$ cat config.mk
export PLATFORM = sky130hd
export DESIGN_NAME = outbuf_drain_flat
export DESIGN_NICKNAME = d
export VERILOG_FILES = /design/src/rtl/outbuf_drain_pkg.sv /design/src/rtl/outbuf_drain_if.sv /design/src/rtl/outbuf_drain.sv /design/src/flat_wrapper.sv
export SDC_FILE = /design/constraint.sdc
export NUM_CORES = 1
export LEC_CHECK = 0
export CORE_ASPECT_RATIO = 1.5
export CORE_MARGIN = 1
export CORE_UTILIZATION = 25
export DETAILED_ROUTE_END_ITERATION = 12
export GPL_ROUTABILITY_DRIVEN = 0
export PLACE_DENSITY = 0.41
export SYNTH_ARGS = -nofsm -noshare
export SYNTH_HDL_FRONTEND = slang
export SYNTH_SLANG_ARGS = --single-unit
$ cat constraint.sdc
create_clock -name clk -period 2.9 [get_ports clk]
set_clock_uncertainty 0.2 [all_clocks]
set_input_delay 0.58 -clock clk [delete_from_list [all_inputs] [get_ports clk]]
set_output_delay 0.58 -clock clk [all_outputs]
set_load 0.1 [all_outputs]
$ cat src/rtl/outbuf_drain_pkg.sv
// Shared types and constants for the output-side drain buffer.
// The pointer type and the default word width are the same ones used by the input buffer and the PEs.
package outbuf_drain_pkg;

  localparam int PTRW        = 5;
  localparam int CNTW        = 5;
  localparam int DEF_WORDLEN = 16;

  typedef logic [PTRW-1:0] ptr_t;

  // Circular increment: last slot wraps to zero.
  function automatic ptr_t ptr_inc(input ptr_t p, input int unsigned depth);
    return (p == ptr_t'(depth - 1)) ? '0 : p + 1'b1;
  endfunction

endpackage

$ cat src/rtl/outbuf_drain_if.sv
// Bundle of the result-input, drain handshake and status signals of outbuf_drain.
// Input side is valid-only; drain side is valid/ready.
interface outbuf_drain_if #(
  parameter int WORDLEN = outbuf_drain_pkg::DEF_WORDLEN
);

  // in_valid/din: a word is offered every cycle in_valid is high, with no back-pressure.
  // out_valid/out_ready: a word transfers on any cycle where both are high. out_valid
  // never depends on out_ready, and dout is 0 whenever out_valid is low.
  logic                              in_valid;
  logic [WORDLEN-1:0]                din;
  logic                              out_ready;
  logic                              out_valid;
  logic [WORDLEN-1:0]                dout;
  logic                              full;
  logic [outbuf_drain_pkg::CNTW-1:0] count;
  logic                              overflow;

  modport master (
    output in_valid, din, out_ready,
    input  out_valid, dout, full, count, overflow
  );

  modport slave (
    input  in_valid, din, out_ready,
    output out_valid, dout, full, count, overflow
  );

endinterface

$ cat src/rtl/outbuf_drain.sv
// Output FIFO for one PE-array column: drops the first SKIP words after reset, then stores in order.
// Drains over valid/ready with first-word fall-through, and flags words lost to a full buffer.
module outbuf_drain
  import outbuf_drain_pkg::*;
#(
  parameter int WORDLEN = DEF_WORDLEN,
  parameter int BUFSIZE = 10,
  parameter int SKIP    = 0
) (
  input  logic          clk,
  input  logic          rstn,
  outbuf_drain_if.slave bus
);

  localparam int AW = (BUFSIZE > 1) ? $clog2(BUFSIZE) : 1;

  logic [WORDLEN-1:0] bufdat [0:BUFSIZE-1];

  ptr_t            head_q, head_d;
  ptr_t            tail_q, tail_d;
  logic [CNTW-1:0] count_q, count_d;
  logic [CNTW-1:0] skip_q, skip_d;
  logic            ovf_q, ovf_d;

  logic full, out_valid, live, push, pop, drop;

  assign full      = (count_q == CNTW'(BUFSIZE));
  assign out_valid = (count_q != '0);
  assign pop       = out_valid && bus.out_ready;
  // A word arriving after the skip window is either stored or dropped, never both.
  assign live      = bus.in_valid && (skip_q == '0);
  assign push      = live && (!full || pop);
  assign drop      = live && full && !pop;

  always_comb begin
    head_d  = head_q;
    tail_d  = tail_q;
    count_d = count_q;
    if (push) tail_d = ptr_inc(tail_q, BUFSIZE);
    if (pop)  head_d = ptr_inc(head_q, BUFSIZE);
    case ({push, pop})
      2'b10:   count_d = count_q + 1'b1;
      2'b01:   count_d = count_q - 1'b1;
      default: count_d = count_q;
    endcase
  end

  always_ff @(posedge clk) begin
    if (!rstn) begin
      head_q  <= '0;
      tail_q  <= '0;
      count_q <= '0;
    end else begin
      head_q  <= head_d;
      tail_q  <= tail_d;
      count_q <= count_d;
    end
  end

  always_comb begin
    skip_d = skip_q;
    if (bus.in_valid && (skip_q != '0)) skip_d = skip_q - 1'b1;
  end

  always_ff @(posedge clk) begin
    if (!rstn) skip_q <= CNTW'(SKIP);
    else       skip_q <= skip_d;
  end

  always_comb begin
    ovf_d = ovf_q;
    if (drop) ovf_d = 1'b1;
  end

  always_ff @(posedge clk) begin
    if (!rstn) ovf_q <= 1'b0;
    else       ovf_q <= ovf_d;
  end

  // Storage is deliberately not reset; the pointers and count alone define what is valid.
  always_ff @(posedge clk) begin
    if (rstn && push) bufdat[tail_q[AW-1:0]] <= bus.din;
  end

  assign bus.out_valid = out_valid;
  assign bus.dout      = out_valid ? bufdat[head_q[AW-1:0]] : '0;
  assign bus.full      = full;
  assign bus.count     = count_q;
  assign bus.overflow  = ovf_q;

endmodule

$ cat src/flat_wrapper.sv
// flat-port wrapper written by rule: the top's interface ports become plain ports
module outbuf_drain_flat import outbuf_drain_pkg::*;
#(
  parameter int WORDLEN = DEF_WORDLEN,
  parameter int BUFSIZE = 10,
  parameter int SKIP    = 0
)
  (clk, rstn, bus_in_valid, bus_din, bus_out_ready, bus_out_valid, bus_dout, bus_full, bus_count, bus_overflow);
  outbuf_drain_if #(.WORDLEN(WORDLEN)) bus_i ();
  input  logic clk;
  input  logic rstn;
  input wire logic [$bits(bus_i.in_valid)-1:0] bus_in_valid;
  input wire logic [$bits(bus_i.din)-1:0] bus_din;
  input wire logic [$bits(bus_i.out_ready)-1:0] bus_out_ready;
  output wire logic [$bits(bus_i.out_valid)-1:0] bus_out_valid;
  output wire logic [$bits(bus_i.dout)-1:0] bus_dout;
  output wire logic [$bits(bus_i.full)-1:0] bus_full;
  output wire logic [$bits(bus_i.count)-1:0] bus_count;
  output wire logic [$bits(bus_i.overflow)-1:0] bus_overflow;
  assign bus_i.in_valid = bus_in_valid;
  assign bus_i.din = bus_din;
  assign bus_i.out_ready = bus_out_ready;
  assign bus_out_valid = bus_i.out_valid;
  assign bus_dout = bus_i.dout;
  assign bus_full = bus_i.full;
  assign bus_count = bus_i.count;
  assign bus_overflow = bus_i.overflow;
  outbuf_drain #(.WORDLEN(WORDLEN), .BUFSIZE(BUFSIZE), .SKIP(SKIP)) u_core (.clk(clk), .rstn(rstn), .bus(bus_i));
endmodule
==> impl_metrics.ini, run 1 <==
[status]
status = finished with violations
violations = negative setup slack

[global_routing]
grt_use_total = 0.116
antenna_found_initial = 0
first_global_vias = 4358
grt_overflow = 0
grt_first_pass_wirelength_um = 25400
grt_max_degree = 33

[floorplanning]
core-area_um2 = 29500
die_h_um = 214
start_util = 0.254
ioPinCount = 44
die_w_um = 143
row_count = 77
dieArea_um2 = 30700

[cts]
root_buffer = clkbuf_16
hold_buffers = 0
cts_tree = built
cts.sinks = 185
cts_max_level = 4
cts_buffer_depth = 2
insertion_delay_ns = 0.44
clk_transition_reported_paths_ns = 0.07
cts_made_buffers = 17

[layout]
drive_gt1_frac = 0.361
areaGrowthSynthToFinish_pct = 34.1
diodes = 0
final_cell_mix = 160 x edfxtp_1, 44 x buf_4, 39 x buf_12, 32 x mux4_2, 21 x nor2b_1
final_nets = 568
layout_commonest_cell = edfxtp_1
final_cell_area_um2 = 10100
utilization = 0.341

[yosys]
yosys_warnings = 0
synth_fa_ha_area_frac = 0.0210
synth.net_count = 468
synth_mux_area_frac = 0.121
async_reset_ff_frac = 0
netlist_area_um2 = 7500
synth-compound-area-share = 0.0555
synth_cell_types = 44
synth_top_family_by_area = multiplexers
ys.flop_type = edfxtp_1
synth.area.top_cells = edfxtp_1 64%, mux4_2 9.6%, dfxtp_1 6.7%
synth_simple_gate_area_share = 0.0674
ys_seq_area_frac = 0.707
synth_top_area_frac = 0.640
synth_xor_area_frac = 0.0105
synth-seq-cells = 185
avgSynthCellArea_um2 = 17.2
synth_edf_count = 160
netlist_instances = 436
yosysTopAreaCell = edfxtp_1

[min_path]
min_from = u_core.bus.overflow
holdPathEnd = u_core.bus.overflow
hold_path_depth = 1
hold_class = reg2reg

[routing]
wl_per_cell_um = 17.5
antenna_left = 0
wirelength_um = 16500
drt_iter0_drc = 207
drtPass1Iterations = 4
dr_total_vias = 4048
drc = 0
viasPerCell = 4.29

[worst_setup_path]
worstPathCellList = buf_12 -> mux4_2 -> nor2b_1 -> a211oi_2 -> buf_4 -> a211oi_4 -> buf_12
critPathMostFrequentCell = buf_12
rrSetupSlack_ns = 0.23
cp_max_fo = 9
worstPathRequired_ns = 2.12
slowest_stage = mux4_2
reg2reg_to = u_core.bus.count[4]
cp.arrival_ns = 2.29
crit_family = multiplexers
reg2regPathDepth = 13
worstSetupStartpointType = flip-flop
r2r_start = u_core.skip_q[0]
crit_path_end_kind = output port
cp_slowest_stage_delay_ns = 0.50
crit_type = reg2out
path_buf_inv = 3

[power]
power_density_nw_per_um2 = 1030
vdd_drop_max_uv = 1020
power.total_w = 0.0104
p_leak_nw = 3.25

[job]
maxCapViolCount = 0

[timing]
timing.final.max_slew_violations = 0
timing.slew.headroom = 0.619
fmax_mhz = 325
worst-slew-pin-transition_ns = 0.563
period_share = 1.06
hold_violations = 0
finalSetupViolations = 16
setup_tns_ns = -1.78
fin_ws_ns = -0.174
rsz0062_at_grt = true
fin_crit_ns = 3.07

[placed_design]
pre_cts_slack_ns = -0.109
hpwl_um = 9900
portBuffers = 43
placed_area_um2 = 9240
-- worst max-delay path by stage --
| stage | cells past startpoint | slack (ns) | end |
|---|---|---|---|
| 2_1_floorplan | 5 | -0.24 | bus_out_valid |
| 3_3_place_gp | 10 | 0.007 | u_core.bus.count[4] |
| 3_5_place_dp | 10 | -0.11 | u_core.bus.count[4] |
| 4_1_cts | 7 | -0.25 | bus_dout[14] |
| 5_1_grt | 7 | -0.26 | bus_dout[11] |
| 6_report | 7 | -0.17 | bus_dout[14] |
-- worst reg2reg max path, stage by stage (launching register included) --
cell and delay (ns):
dfxtp_1 0.33, inv_1 0.09, ha_1 0.16, nor4b_2 0.21, buf_4 0.17, nand2_1 0.07, nand2_1 0.11, inv_1 0.07
ha_1 0.29, nor2b_1 0.13, o21a_1 0.19, o2111a_1 0.24, nor3_1 0.11, and3b_1 0.18
-- area by class of cell --
| type | instances | area (µm²) |
|---|---|---|
| fill | 2886 | 19400 |
| clock inverter | 14 | 103 |
| inverter | 10 | 41.3 |
| clock buffer | 18 | 429 |
| tap | 395 | 494 |
| timing repair buffer | 102 | 1300 |
| sequential | 185 | 5330 |
| multi-input combinational | 220 | 2370 |
-- state kept, by name (all words and copies together), names as in the netlist, named ones only --
register	cells
u_core.bufdat	160
u_core.bus.count	5
u_core.bus.overflow	1
u_core.head_q	5
u_core.tail_q	5
u_core.skip_q	5
-- cells by family (layout without fill, tap and decap cells) --
kind of cell	count (synthesis)	after routing
buf+inv	31	144
xor+xnor	9	9
simple gates	93	93
flops	185	185
compound gates	56	56
mux	50	50
fa+ha+maj	12	12
-- timing repair --
action,4_1_cts,5_1_grt
cloned,1,0
endpoints found under the hold margin,0,0
setup buffers,18,2
resized for setup,9,8
setup endpoints to repair,17,17
pin swaps,8,1
-- report_power, final --
| part | total (W) | switching, W | internal, W |
|---|---|---|---|
| combinational | 0.00520 | 0.00302 | 0.00218 |
| sequential | 0.00309 | 0.000112 | 0.00298 |
| clock | 0.00210 | 0.00100 | 0.00110 |
| total | 0.0104 | 0.00414 | 0.00626 |
-- layer usage --
| layer | up-vias | share of wire | GRT usage | wire [µm] |
|---|---|---|---|---|
| li1 | 1898 | - | - | - |
| met1 | 2078 | 0.40 | 0.130 | 6680 |
| met2 | 58 | 0.55 | 0.206 | 9130 |
| met3 | 14 | 0.026 | 0.0279 | 438 |
| met4 | 0 | 0.017 | 0.0500 | 277 |
| met5 | - | 0 | 0 | 0 |
-- Yosys cell counts (9+ instances only) --
master    count
edfxtp_1    160
a211oi_1     32
mux4_2       32
dfxtp_1      25
nor2b_1      21
nand2_1      18
mux2i_1      17
nor2_1       14
ha_1         11
clkbuf_1     10
inv_1        10
nand3_1       9
-- through the flow --
step | std cells | hold WS [ns]
floorplan | 436 | 0.286
global placement | 892 | 0.253
detailed placement | 892 | 0.254
CTS | 943 | 0.279
global route | 944 | 0.313
finish | 944 | 0.272
Power figures use the tool's default switching activity.
==> inputs of run 2 (changes only) <==
--- a/config.mk
+++ b/config.mk
@@ -5,12 +5,14 @@
 export SDC_FILE = /design/constraint.sdc
 export NUM_CORES = 1
 export LEC_CHECK = 0
+export CELL_PAD_IN_SITES_DETAIL_PLACEMENT = 1
+export CELL_PAD_IN_SITES_GLOBAL_PLACEMENT = 1
 export CORE_ASPECT_RATIO = 1.5
 export CORE_MARGIN = 1
 export CORE_UTILIZATION = 25
 export DETAILED_ROUTE_END_ITERATION = 12
 export GPL_ROUTABILITY_DRIVEN = 0
-export PLACE_DENSITY = 0.41
+export PLACE_DENSITY = 0.46
 export SYNTH_ARGS = -nofsm -noshare
 export SYNTH_HDL_FRONTEND = slang
 export SYNTH_SLANG_ARGS = --single-unit
==> impl_metrics.ini, run 2 (synthesis results as in run 1) <==
[worst_setup_path]
slowest_stage = mux4_2
cp_max_fo = 7
worstSetupStartpointType = flip-flop
worstPathRequired_ns = 2.12
crit_path_end_kind = output port
cp.arrival_ns = 2.27
worstPathCellList = buf_6 -> buf_16 -> mux4_2 -> a211oi_2 -> a211oi_4 -> buf_12
cp_slowest_stage_delay_ns = 0.51
crit_type = reg2out

[cts]
cts_max_level = 4
cts_buffer_depth = 2
insertion_delay_ns = 0.44
hold_buffers = 0
cts.sinks = 185
cts_made_buffers = 17
root_buffer = clkbuf_16
clk_transition_reported_paths_ns = 0.07
cts_tree = built

[layout]
drive_gt1_frac = 0.373
final_cell_mix = 160 x edfxtp_1, 37 x buf_12, 34 x buf_4, 32 x mux4_2, 21 x a211oi_4
instances_no_fill = 942
regArea_um2 = 5330
final.fill_count = 3026
multiInputGateArea_um2 = 2440
diodes = 0
layout_commonest_cell = edfxtp_1
areaGrowthSynthToFinish_pct = 36.2
largest_reg_flops = 160
final_nets = 566

[timing]
timing.final.max_slew_violations = 0
fin_crit_ns = 3.05
rsz0062_at_grt = true
timing.slew.headroom = 0.584
worst-slew-pin-transition_ns = 0.615
finalSetupViolations = 16
period_share = 1.05
hold_violations = 0
fmax_mhz = 328
fin_ws_ns = -0.148

[routing]
dr_total_vias = 4170
drc = 0
viasPerCell = 4.43
drtPass1Iterations = 4
wl_per_cell_um = 18.9
drt_iter0_drc = 194
antenna_left = 0
wirelength_um = 17800

[status]
violations = negative setup slack
status = finished with violations

[floorplanning]
core-area_um2 = 29500
die_h_um = 214
die_w_um = 143
dieArea_um2 = 30700
start_util = 0.254
ioPinCount = 44
row_count = 77

[placed_design]
dp_cells = 888
hpwl_um = 10800
portBuffers = 43

[global_routing]
grt_max_degree = 33
grt_overflow = 0
first_global_vias = 4810
antenna_found_initial = 0
grt_first_pass_wirelength_um = 28000
grt_use_total = 0.127

[power]
vdd_drop_max_uv = 674
power_density_nw_per_um2 = 1060
power.total_w = 0.0108
p_leak_nw = 3.32

[job]
maxCapViolCount = 0

[min_path]
hold_class = reg2reg
run 2: timing repair:
item	CTS	global route
pin swaps	12	19
gates resized for setup	17	24
setup endpoints to repair	17	18
cloned	2	1
setup buffers	13	7
run 2: path summary, 6_finish.rpt:
path	start	end	slack [ns]	cells after the start
max	flip-flop	bus_dout[3]	-0.15	6
min	u_core.bus.overflow	u_core.bus.overflow	0.29	1
min reg2reg	u_core.bus.overflow	u_core.bus.overflow	0.29	1
max reg2reg	u_core.skip_q[0]	u_core.bus.count[4]	0.24	13
run 2: stage by stage:
stage | setup WS (ns) | TNS [ns] | instance area, µm² | hold WS, ns | util
after floorplan | -0.241 | -0.241 | 7770 | 0.286 | -
after global placement | -0.0210 | -0.0210 | 9210 | 0.255 | 0.312
after detailed placement | -0.0734 | -0.0734 | 9210 | 0.272 | 0.312
after CTS | -0.212 | -2.90 | 10100 | 0.294 | 0.341
after global routing | -0.266 | -3.31 | 10200 | 0.309 | 0.347
final | -0.148 | -1.95 | 10200 | 0.291 | 0.347
run 2: layout make-up:
type | instances | share of cell area
clock buffers | 19 | 0.0433
clock inverters | 13 | 0.0138
inverters | 10 | 0.00404
multi-input cells | 220 | 0.239
flip-flops and latches | 185 | 0.521
well taps | 395 | 0.0484
repair buffers | 100 | 0.130
run 2: layer usage:
layer / GRT usage / share of wire / up-vias
met5: 0 / 0 / -
met4: 0.0504 / 0.017 / 0
met3: 0.0284 / 0.032 / 17
met2: 0.231 / 0.56 / 60
met1: 0.140 / 0.39 / 2201
li1: - / - / 1892
run 2: worst max-delay path, delay by kind of cell (launching register included):
kind,cells,cell delay [ns]
mux,1,0.51
buf+inv,3,0.46
flops,1,0.45
compound gates,2,0.40
run 2: where the power goes:
group,internal [W],switching (W)
Sequential,0.00298,0.000129
Clock,0.00130,0.00102
Combinational,0.00229,0.00310
Total,0.00658,0.00425
